**config.mk**
```make
export PLATFORM = sky130hd
export DESIGN_NAME = fetch_stage
export DESIGN_NICKNAME = d
export VERILOG_FILES = /design/src/rtl/pipeline_pkg.sv /design/src/rtl/if_id_reg.sv /design/src/rtl/fetch_stage.sv
export SDC_FILE = /design/constraint.sdc
export NUM_CORES = 1
export LEC_CHECK = 0
export ABC_AREA = 1
export ABC_CLOCK_PERIOD_IN_PS = 1500
export CORE_ASPECT_RATIO = 1.5
export CORE_MARGIN = 2
export CORE_UTILIZATION = 45
export DETAILED_ROUTE_END_ITERATION = 10
export PLACE_DENSITY_LB_ADDON = 0.15
export SETUP_SLACK_MARGIN = 0.05
export SYNTH_ARGS = -nofsm -noshare
export SYNTH_HDL_FRONTEND = slang
export SYNTH_SLANG_ARGS = --single-unit
export TNS_END_PERCENT = 20
```
**constraint.sdc**
```tcl
create_clock -name clk -period 1.5 [get_ports clk]
set_input_delay 0.15 -clock clk [delete_from_list [all_inputs] [get_ports clk]]
set_output_delay 0.15 -clock clk [all_outputs]
set_load 0.01 [all_outputs]
```
**src/rtl/pipeline_pkg.sv**
```systemverilog
// -----------------------------------------------------------------------------
// pipeline_pkg
// Shared pipeline definitions used by the fetch stage, hazard unit and the
// ID/EX register: fetch FSM state encoding, the IF/ID payload structure, the
// default NOP encoding and a PC increment helper.
// No ports (package).
// -----------------------------------------------------------------------------
package pipeline_pkg;

  localparam int unsigned XLEN = 32;

  // Encoding used for bubbles unless a stage overrides it by parameter.
  localparam logic [XLEN-1:0] NOP_INSTR_DEFAULT = 32'h0000_0000;

  // Fetch sequencer states.
  //   IDLE : one cycle after reset release, no request
  //   REQ  : request issued at PC
  //   WAIT : request at PC still outstanding (memory not ready)
  //   HELD : instruction fetched during a stall, parked in the holding buffer
  //   DROP : request at a stale address being completed after a redirect
  typedef enum logic [2:0] {
    FETCH_IDLE = 3'd0,
    FETCH_REQ  = 3'd1,
    FETCH_WAIT = 3'd2,
    FETCH_HELD = 3'd3,
    FETCH_DROP = 3'd4
  } fetch_state_e;

  // Contents of the IF/ID pipeline register.
  typedef struct packed {
    logic [XLEN-1:0] instr;
    logic [XLEN-1:0] pc_plus4;
    logic            valid;
  } if_id_t;

  // Sequential PC step; wraps modulo 2^32.
  function automatic logic [XLEN-1:0] pc_inc(input logic [XLEN-1:0] pc);
    return pc + 32'd4;
  endfunction

endpackage

```
**src/rtl/if_id_reg.sv**
```systemverilog
// -----------------------------------------------------------------------------
// if_id_reg
// IF/ID pipeline register. Flush forces a bubble {NOP, 0, invalid} and wins
// over the write enable; otherwise the register loads d when we=1 and holds
// when we=0.
// Ports:
//   clk, rst_n : clock, asynchronous active-low reset
//   we         : write enable (0 = hold)
//   flush      : squash contents to a bubble
//   d          : next IF/ID payload
//   q          : current IF/ID payload
// -----------------------------------------------------------------------------
module if_id_reg
  import pipeline_pkg::*;
#(
  parameter logic [31:0] NOP_INSTR = NOP_INSTR_DEFAULT
) (
  input  logic   clk,
  input  logic   rst_n,
  input  logic   we,
  input  logic   flush,
  input  if_id_t d,
  output if_id_t q
);

  // NOTE: sequential state uses non-blocking assignments so every register
  // samples its inputs from the same pre-edge values.
  always_ff @(posedge clk or negedge rst_n) begin
    if (!rst_n) begin
      q <= '{instr: NOP_INSTR, pc_plus4: '0, valid: 1'b0};
    end else if (flush) begin
      q <= '{instr: NOP_INSTR, pc_plus4: '0, valid: 1'b0};
    end else if (we) begin
      q <= d;
    end
  end

endmodule

```
**src/rtl/fetch_stage.sv**
```systemverilog
// -----------------------------------------------------------------------------
// fetch_stage
// Instruction fetch stage: owns the PC, the fetch request sequencer and a
// one-entry holding buffer for instructions returned while the pipeline is
// stalled. Feeds the IF/ID register (if_id_reg).
// Ports:
//   clk, rst_n    : clock, asynchronous active-low reset
//   PCWr, IFIDWr  : hazard-unit write enables; either low stalls fetch
//   flush         : taken branch/jump in ID; redirect to branchTarget
//   branchTarget  : redirect address, sampled when flush=1
//   imemReq       : instruction memory request
//   imemAddr      : request address (PC, or the stale address in DROP)
//   imemRdata     : instruction word, valid with imemReady
//   imemReady     : memory completes the request this cycle
//   PC            : current fetch PC
//   IFIDInstr, IFIDPCPlus4, IFIDValid : IF/ID register outputs
// -----------------------------------------------------------------------------
module fetch_stage
  import pipeline_pkg::*;
#(
  parameter logic [31:0] RESET_PC  = 32'h0000_0000,
  parameter logic [31:0] NOP_INSTR = NOP_INSTR_DEFAULT
) (
  input  logic        clk,
  input  logic        rst_n,
  input  logic        PCWr,
  input  logic        IFIDWr,
  input  logic        flush,
  input  logic [31:0] branchTarget,
  output logic        imemReq,
  output logic [31:0] imemAddr,
  input  logic [31:0] imemRdata,
  input  logic        imemReady,
  output logic [31:0] PC,
  output logic [31:0] IFIDInstr,
  output logic [31:0] IFIDPCPlus4,
  output logic        IFIDValid
);

  fetch_state_e state, state_next;
  logic [31:0]  pc_q, pc_next;
  logic [31:0]  held_instr, held_next;
  logic [31:0]  drop_addr, drop_next;
  logic [31:0]  pc_plus4;
  logic         advance;
  logic         flush_act;
  logic         ifid_we;
  logic         ifid_flush;
  if_id_t       ifid_d;
  if_id_t       ifid_q;

  assign advance   = PCWr & IFIDWr;
  assign pc_plus4  = pc_inc(pc_q);
  // A redirect arriving before the first request is meaningless; ignore it.
  assign flush_act = flush & (state != FETCH_IDLE);

  // ---------------------------------------------------------------------------
  // Next-state and datapath control
  // ---------------------------------------------------------------------------
  // NOTE: every signal written here gets a default first, so no path through
  // the case statement can leave one unassigned and infer a latch.
  always_comb begin
    state_next = state;
    pc_next    = pc_q;
    held_next  = held_instr;
    drop_next  = drop_addr;
    ifid_we    = 1'b0;
    ifid_flush = flush_act;
    // Default payload is a bubble that keeps the previous PC+4.
    ifid_d     = '{instr: NOP_INSTR, pc_plus4: ifid_q.pc_plus4, valid: 1'b0};

    unique case (state)
      FETCH_IDLE: begin
        state_next = FETCH_REQ;
      end

      FETCH_REQ, FETCH_WAIT: begin
        if (flush_act) begin
          pc_next   = branchTarget;
          held_next = '0;
          if (imemReady) begin
            state_next = FETCH_REQ;
          end else begin
            // The outstanding request must finish at its original address.
            drop_next  = pc_q;
            state_next = FETCH_DROP;
          end
        end else if (imemReady) begin
          if (advance) begin
            ifid_we    = 1'b1;
            ifid_d     = '{instr: imemRdata, pc_plus4: pc_plus4, valid: 1'b1};
            pc_next    = pc_plus4;
            state_next = FETCH_REQ;
          end else begin
            held_next  = imemRdata;
            state_next = FETCH_HELD;
          end
        end else begin
          ifid_we    = IFIDWr;
          state_next = FETCH_WAIT;
        end
      end

      FETCH_HELD: begin
        if (flush_act) begin
          pc_next    = branchTarget;
          held_next  = '0;
          state_next = FETCH_REQ;
        end else if (advance) begin
          ifid_we    = 1'b1;
          ifid_d     = '{instr: held_instr, pc_plus4: pc_plus4, valid: 1'b1};
          pc_next    = pc_plus4;
          state_next = FETCH_REQ;
        end
      end

      FETCH_DROP: begin
        // Data returned here belongs to the squashed path and is discarded.
        ifid_we = IFIDWr;
        if (flush_act) begin
          pc_next = branchTarget;
        end
        if (imemReady) begin
          state_next = FETCH_REQ;
        end
      end

      default: begin
        state_next = FETCH_IDLE;
      end
    endcase
  end

  // ---------------------------------------------------------------------------
  // State registers
  // ---------------------------------------------------------------------------
  // NOTE: the holding buffer and drop address are ordinary registers, not a
  // memory array, so they are reset along with the rest of the state.
  always_ff @(posedge clk or negedge rst_n) begin
    if (!rst_n) begin
      state      <= FETCH_IDLE;
      pc_q       <= RESET_PC;
      held_instr <= '0;
      drop_addr  <= '0;
    end else begin
      state      <= state_next;
      pc_q       <= pc_next;
      held_instr <= held_next;
      drop_addr  <= drop_next;
    end
  end

  // ---------------------------------------------------------------------------
  // IF/ID register
  // ---------------------------------------------------------------------------
  if_id_reg #(
    .NOP_INSTR (NOP_INSTR)
  ) u_if_id_reg (
    .clk   (clk),
    .rst_n (rst_n),
    .we    (ifid_we),
    .flush (ifid_flush),
    .d     (ifid_d),
    .q     (ifid_q)
  );

  // ---------------------------------------------------------------------------
  // Outputs
  // ---------------------------------------------------------------------------
  assign imemReq     = (state == FETCH_REQ) || (state == FETCH_WAIT) ||
                       (state == FETCH_DROP);
  assign imemAddr    = (state == FETCH_DROP) ? drop_addr : pc_q;
  assign PC          = pc_q;
  assign IFIDInstr   = ifid_q.instr;
  assign IFIDPCPlus4 = ifid_q.pc_plus4;
  assign IFIDValid   = ifid_q.valid;

endmodule

```
# After elaboration in Yosys (flattened, before gate mapping)
# Index checks and enable logic that the tools add are counted.
[totals] input_bits=70 reg_bits=164 out_inout_bits=130 wordCells=67
[op_classes] bitwise_logic=3 eq_ne=11 n_addsub=1 muxes=31 n_reduce_logical=14
[op_table] operator="2-to-1 mux 65 bit" count=5
[op_table] operator="2-to-1 mux 32 bit" count=10
[op_table] operator="one-hot mux 65 bit (2 select lines)" count=1
[op_table] operator="one-hot mux 32 bit (3 select lines)" count=1
[op_table] operator="one-hot mux 32 bit (2 select lines)" count=1
[op_table] operator="adder 32 x 3 -> 32 bit (second input constant)" count=1
[op_table] operator="2-to-1 mux 3 bit" count=6
[op_table] operator="inequality test 3 bit (second input constant)" count=4
[op_table] operator="one-hot mux 3 bit (4 select lines)" count=1
[op_table] operator="nonzero test 3 bit" count=3
[op_table] operator="== test 3 x 2 -> 1 bit (second input constant)" count=2
[op_table] operator="inequality test 2 bit (second input constant)" count=3
[op_table] operator="AND reduction 3 bit" count=2
[op_table] operator="AND reduction 5 bit" count=1
[op_table] operator="2-to-1 mux 1 bit" count=4
[op_table] operator="AND reduction 4 bit" count=1
[op_table] operator="nonzero test 2 bit" count=2
[op_table] operator="== test 3 x 1 -> 1 bit (second input constant)" count=1
[op_table] operator="== test 3 bit (second input constant)" count=1
[op_table] operator="logical NOT 3 bit" count=1
[op_table] operator="one-hot mux 1 bit (3 select lines)" count=1
[op_table] operator="bitwise AND 1 bit" count=2
[op_table] operator="logical OR 1 bit" count=2
[op_table] operator="2-to-1 mux 2 bit" count=1
[op_table] operator="3 further kinds" count=3

# Depth between registers and ports, before layout
[logic_depth] ltp_word=7 depth_mapped=11 ltp_nobuf=10

# Cells and area by module
# Synthesis repeated with hierarchy kept, for this count alone.
[unflattened] hier_cells=1222 area_unflattened_um2=8927.3
[by_module_without_submodules] mod="fetch_stage" area_per_inst_um2=6337.3 seq_area_each_um2=2477.4 cells_each=939 instances=1
[by_module_without_submodules] mod="if_id_reg" area_per_inst_um2=2590.0 seq_area_each_um2=1626.6 cells_each=283 instances=1

# Least setup slack after synthesis
# No wires, ideal clock.
[synth_timing] kind="register to register" start="reg pc_q[3], in the netlist PC[3]" end="reg pc_q[28], in the netlist PC[28]" setup_ns=0.116 t_required_ns=1.384 arrival_time_ns=1.433 slack_ns=-0.050 path_stages_with_launch=11 period_less_slack_ns=1.550 path_buffers=0 path_cell_list="dfrtp_1 ha_1 nand2_1 nor2_1 nand2_1 nor2_2 nand2_1 nand2_1 nand3_1 nand2_1 nand2_1"
[synth_between] elab_chain_cells=5 elab_cells_between_ends=6 cone_classes="add/sub: 1; mux: 5"
[synth_lines] item="start: declaration" line="fetch_stage.sv:41" text="logic [31:0] pc_q, pc_next;"
[synth_lines] item="start signal: assignment" line="fetch_stage.sv:147" text="pc_q <= pc_next;"
[synth_lines] item="adder 32 x 3 -> 32 bit (*)" line="pipeline_pkg.sv:38" text="return pc + 32'd4;"
[synth_lines] item="2-to-1 mux 32 bit (*)" line="fetch_stage.sv:89, fetch_stage.sv:109"
[synth_lines] item="2-to-1 mux 32 bit" line="fetch_stage.sv:88" text="end else if (imemReady) begin"
[synth_lines] item="2-to-1 mux 32 bit" line="fetch_stage.sv:78" text="if (flush_act) begin"
[synth_lines] item="one-hot mux 32 bit (3 select lines) (*)" line="fetch_stage.sv:72" text="unique case (state)"
# Mark *: on every way between the ends. The rest lies on a longest branch, timed or not. The select of a mux whose other input is x is not followed.
# A chain may end at the register's enable or synchronous reset.

# Final worst setup path
[layout_timing] start="reg state[0]" end="out imemAddr[16]"
[layout_between] elab_chain_cells=2
[layout_lines] item="start: declaration" line="fetch_stage.sv:40" text="fetch_state_e state, state_next;"
[layout_lines] item="start signal: assignment" line="fetch_stage.sv:146" text="state <= state_next;"
[layout_lines] item="== test 3 bit" line="fetch_stage.sv:172" text="assign imemAddr = (state == FETCH_DROP) ? drop_addr : pc_q;"
[layout_lines] item="2-to-1 mux 32 bit" line="fetch_stage.sv:172"
[layout_lines] item="end: declaration" line="fetch_stage.sv:31" text="output logic [31:0] imemAddr,"
# No other way between the ends.

==> results.json <==
{
  "maxCapViolCount": 0,
  "synth-xor-area-share": 0.00315,
  "synth_top_family_by_area": "simple AND/OR/NAND/NOR gates",
  "ys.warnings.count": 0,
  "hold_class": "in2async",
  "outcome": "finished, violations left",
  "grt_pass1_vias": 8994,
  "p_seq_frac": 0.255,
  "via_per_inst": 5.37,
  "diodes": 0,
  "crit_start": "state[0]$_DFFE_PN0P_",
  "final-hold-violation-count": 0,
  "pre_cts_slack_ps": -307,
  "reg2reg_from": "state[0]$_DFFE_PN0P_",
  "chipHeight_um": 171,
  "grt_first_pass_wirelength_mm": 47.7,
  "p_per_area_nw_per_um2": 2210,
  "clock_path_buffers": 2,
  "intPower_w": 0.0169,
  "crit_type": "reg2out",
  "synth_adder_area_share": 0.00150,
  "crit_path_max_incr_delay_ps": 430,
  "ys_seq_elements": 164,
  "final_common_cell": "nand2_1",
  "syn_inst": 1139,
  "num-fill-cells": 1470,
  "cts_tree": "done",
  "ant_nets": 0,
  "synthesis.nets": 1210,
  "syn_area_per_cell_um2": 7.33,
  "setup_viol": 193,
  "fin_tns_setup_ps": -53980,
  "drtIter0Drc": 773,
  "violations": "setup timing",
  "max-slew-margin-rel": 0.758,
  "seq_area_um2": 4120,
  "insertion_delay_ps": 430,
  "critPathArrivalTime_ps": 1770,
  "grt_overflow": 0,
  "nets": 1549,
  "pwr-share-comb": 0.591,
  "drive_gt1_frac": 0.265,
  "setup_ws_ps": -424,
  "grt_start_max_net_pins": 66,
  "drc": 0,
  "total_leakage_power_nw": 6.68,
  "start_kind": "flop",
  "ios": 200,
  "min_period_over_period": 1.28,
  "period_needed_ps": 1920,
  "cts-root-buf": "clkbuf_16",
  "antenna_found_initial": 0,
  "skew_ps": 12.2,
  "io_buffers": 199,
  "rsz0062_at_grt": "yes",
  "grt_use_total": 0.322,
  "areaGrowthSynthToFinish_pct": 61.0,
  "cts_buffers": 17,
  "vias": 9356,
  "multi_input_area_um2": 4130,
  "drtPass1Iterations": 5,
  "critPathBufInv": 5,
  "dp_hpwl_mm": 21.8,
  "chipWidth_um": 115,
  "worstPathMaxFanout": 8,
  "layout_common_cells": "nand2_1 (360), dfrtp_1 (153), buf_4 (108), inv_1 (106), dlygate4sd2_1 (83)",
  "rows": 61,
  "fmaxAchievable_ghz": 0.520,
  "synth_compound_area_frac": 0.141,
  "peakVddDrop_uv": 1300,
  "total_power_w": 0.0298,
  "initial_core_util": 0.454,
  "power.share.clock": 0.154,
  "synth_area_um2": 8350,
  "power.switching_w": 0.0129,
  "worst_path_max_delay_cell": "dfrtp_1",
  "p_sw_frac": 0.433,
  "muxShareOfSynthArea": 0,
  "synth_top_flop_cell": "dfrtp_1",
  "path_clk_slew_ps": 70,
  "worstPathRequired_ps": 1350,
  "wl_per_cell_um": 19.6,
  "yosys.area_share.simple": 0.280,
  "die-area_um2": 19700,
  "synth_cell_types": 30,
  "worst_pin_slew_ps": 358,
  "synthArstFlopShare": 1.00,
  "wl_mm": 34.1,
  "critPathTopFamily": "buffers and inverters",
  "cts.sink_count": 164,
  "ys_seq_area_frac": 0.492,
  "critPathCaptureType": "output port",
  "path_cells": "nor2_4 > nand2_4 > inv_6 > buf_6 > buf_12 > buf_16 > o21ai_2 > buf_2",
  "core-area_um2": 18400,
  "maxSlewViolCount": 0,
  "gp_congestion": 1.02,
  "htreeDepth": 4,
  "synth_edf_count": 0
}
-- registers in the layout, summed over array words and instances (netlist names) --
signal and count:
PC 32, drop_addr 32, u_if_id_reg.q 65, state 3, held_instr 32
-- worst paths after layout --
| path | endpoint | slack, ps | cells past startpoint |
|---|---|---|---|
| hold reg to reg | u_if_id_reg.q[21]$_DFFE_PN0P_ | 470 | 2 |
| hold / removal | drop_addr[26]$_DFFE_PN0P_ | 270 | 3 |
| max in group asynchronous | u_if_id_reg.q[58]$_DFFE_PN0P_ | 900 | 3 |
| setup / recovery | imemAddr[16] | -420 | 8 |
| min in group clk | held_instr[19]$_DFFE_PN0P_ | 300 | 3 |
| setup reg to reg | held_instr[25]$_DFFE_PN0P_ | -400 | 10 |
-- cell usage after synthesis (3+ instances only) --
cell type  number  area, µm²
nand2_1       388       1460
o21ai_0       190        951
dfrtp_1       164       4100
inv_1         113        424
nor2_1         85        319
nand3_1        77        385
clkbuf_1       26       97.6
buf_2          24        120
a21oi_1        23        115
nand4_1         8       50.1
buf_4           5       37.5
nor2_2          4       25.0
o211ai_1        4       30.0
o21ai_1         4       20.0
nand3_2         3       30.0
xor2_1          3       26.3
-- worst min-delay path, delay by kind of cell --
kind / cells / cell delay (ps)
buffers and inverters: 3 / 950
-- power groups by stage --
stage               clock network, W  logic, W  registers [W]
floorplan                          0   0.00562        0.00782
global placement                   0    0.0139        0.00756
detailed placement                 0    0.0141        0.00758
CTS                          0.00459    0.0146        0.00749
global route                 0.00479    0.0187        0.00777
finish                       0.00459    0.0176        0.00759
-- routing by layer --
layer  GRT usage  vias to the layer above  wire, µm
met3      0.0606                      152      2280
met2       0.568                      463     17800
met4       0.250                        0      2990
met5           0                        -         0
li1            -                     4326         -
met1       0.329                     4415     11100
-- what timing repair did --
item | in CTS | in global routing
hold endpoints to repair | 164 | 0
pin swaps | 4 | 17
gates cloned | 10 | 14
resized for setup | 391 | 163
buffers inserted | 14 | 8
hold buffers | 1 | 0
setup endpoints to repair | 291 | 204
-- final cells by class --
class	instances	share of cell area
clock inverters	10	0.0111
flip-flops and latches	164	0.306
inverters	115	0.0330
multi-input cells	804	0.307
repair buffers	376	0.286
well taps	252	0.0235
clock buffers	20	0.0332
-- per-stage QoR --
stage / instances / instance area, µm² / utilization / hold WS (ps)
2_1_floorplan: 1139 / 8390 / - / -146
3_3_place_gp: 1666 / 11700 / 0.635 / 177
3_5_place_dp: 1666 / 11700 / 0.635 / 172
4_1_cts: 1720 / 12700 / 0.689 / 285
5_1_grt: 1741 / 13400 / 0.731 / 305
6_report: 1741 / 13400 / 0.731 / 273
-- cells by family after synthesis --
kind of cell,count (synthesis)
AOI/OAI and AO/OA,227
and+or+nand+nor,573
xor gates and xnor gates,3
DFF,164
buffers and inverters,171
adders and majority gates,1
No activity file was read; power rests on OpenSTA's default activity.
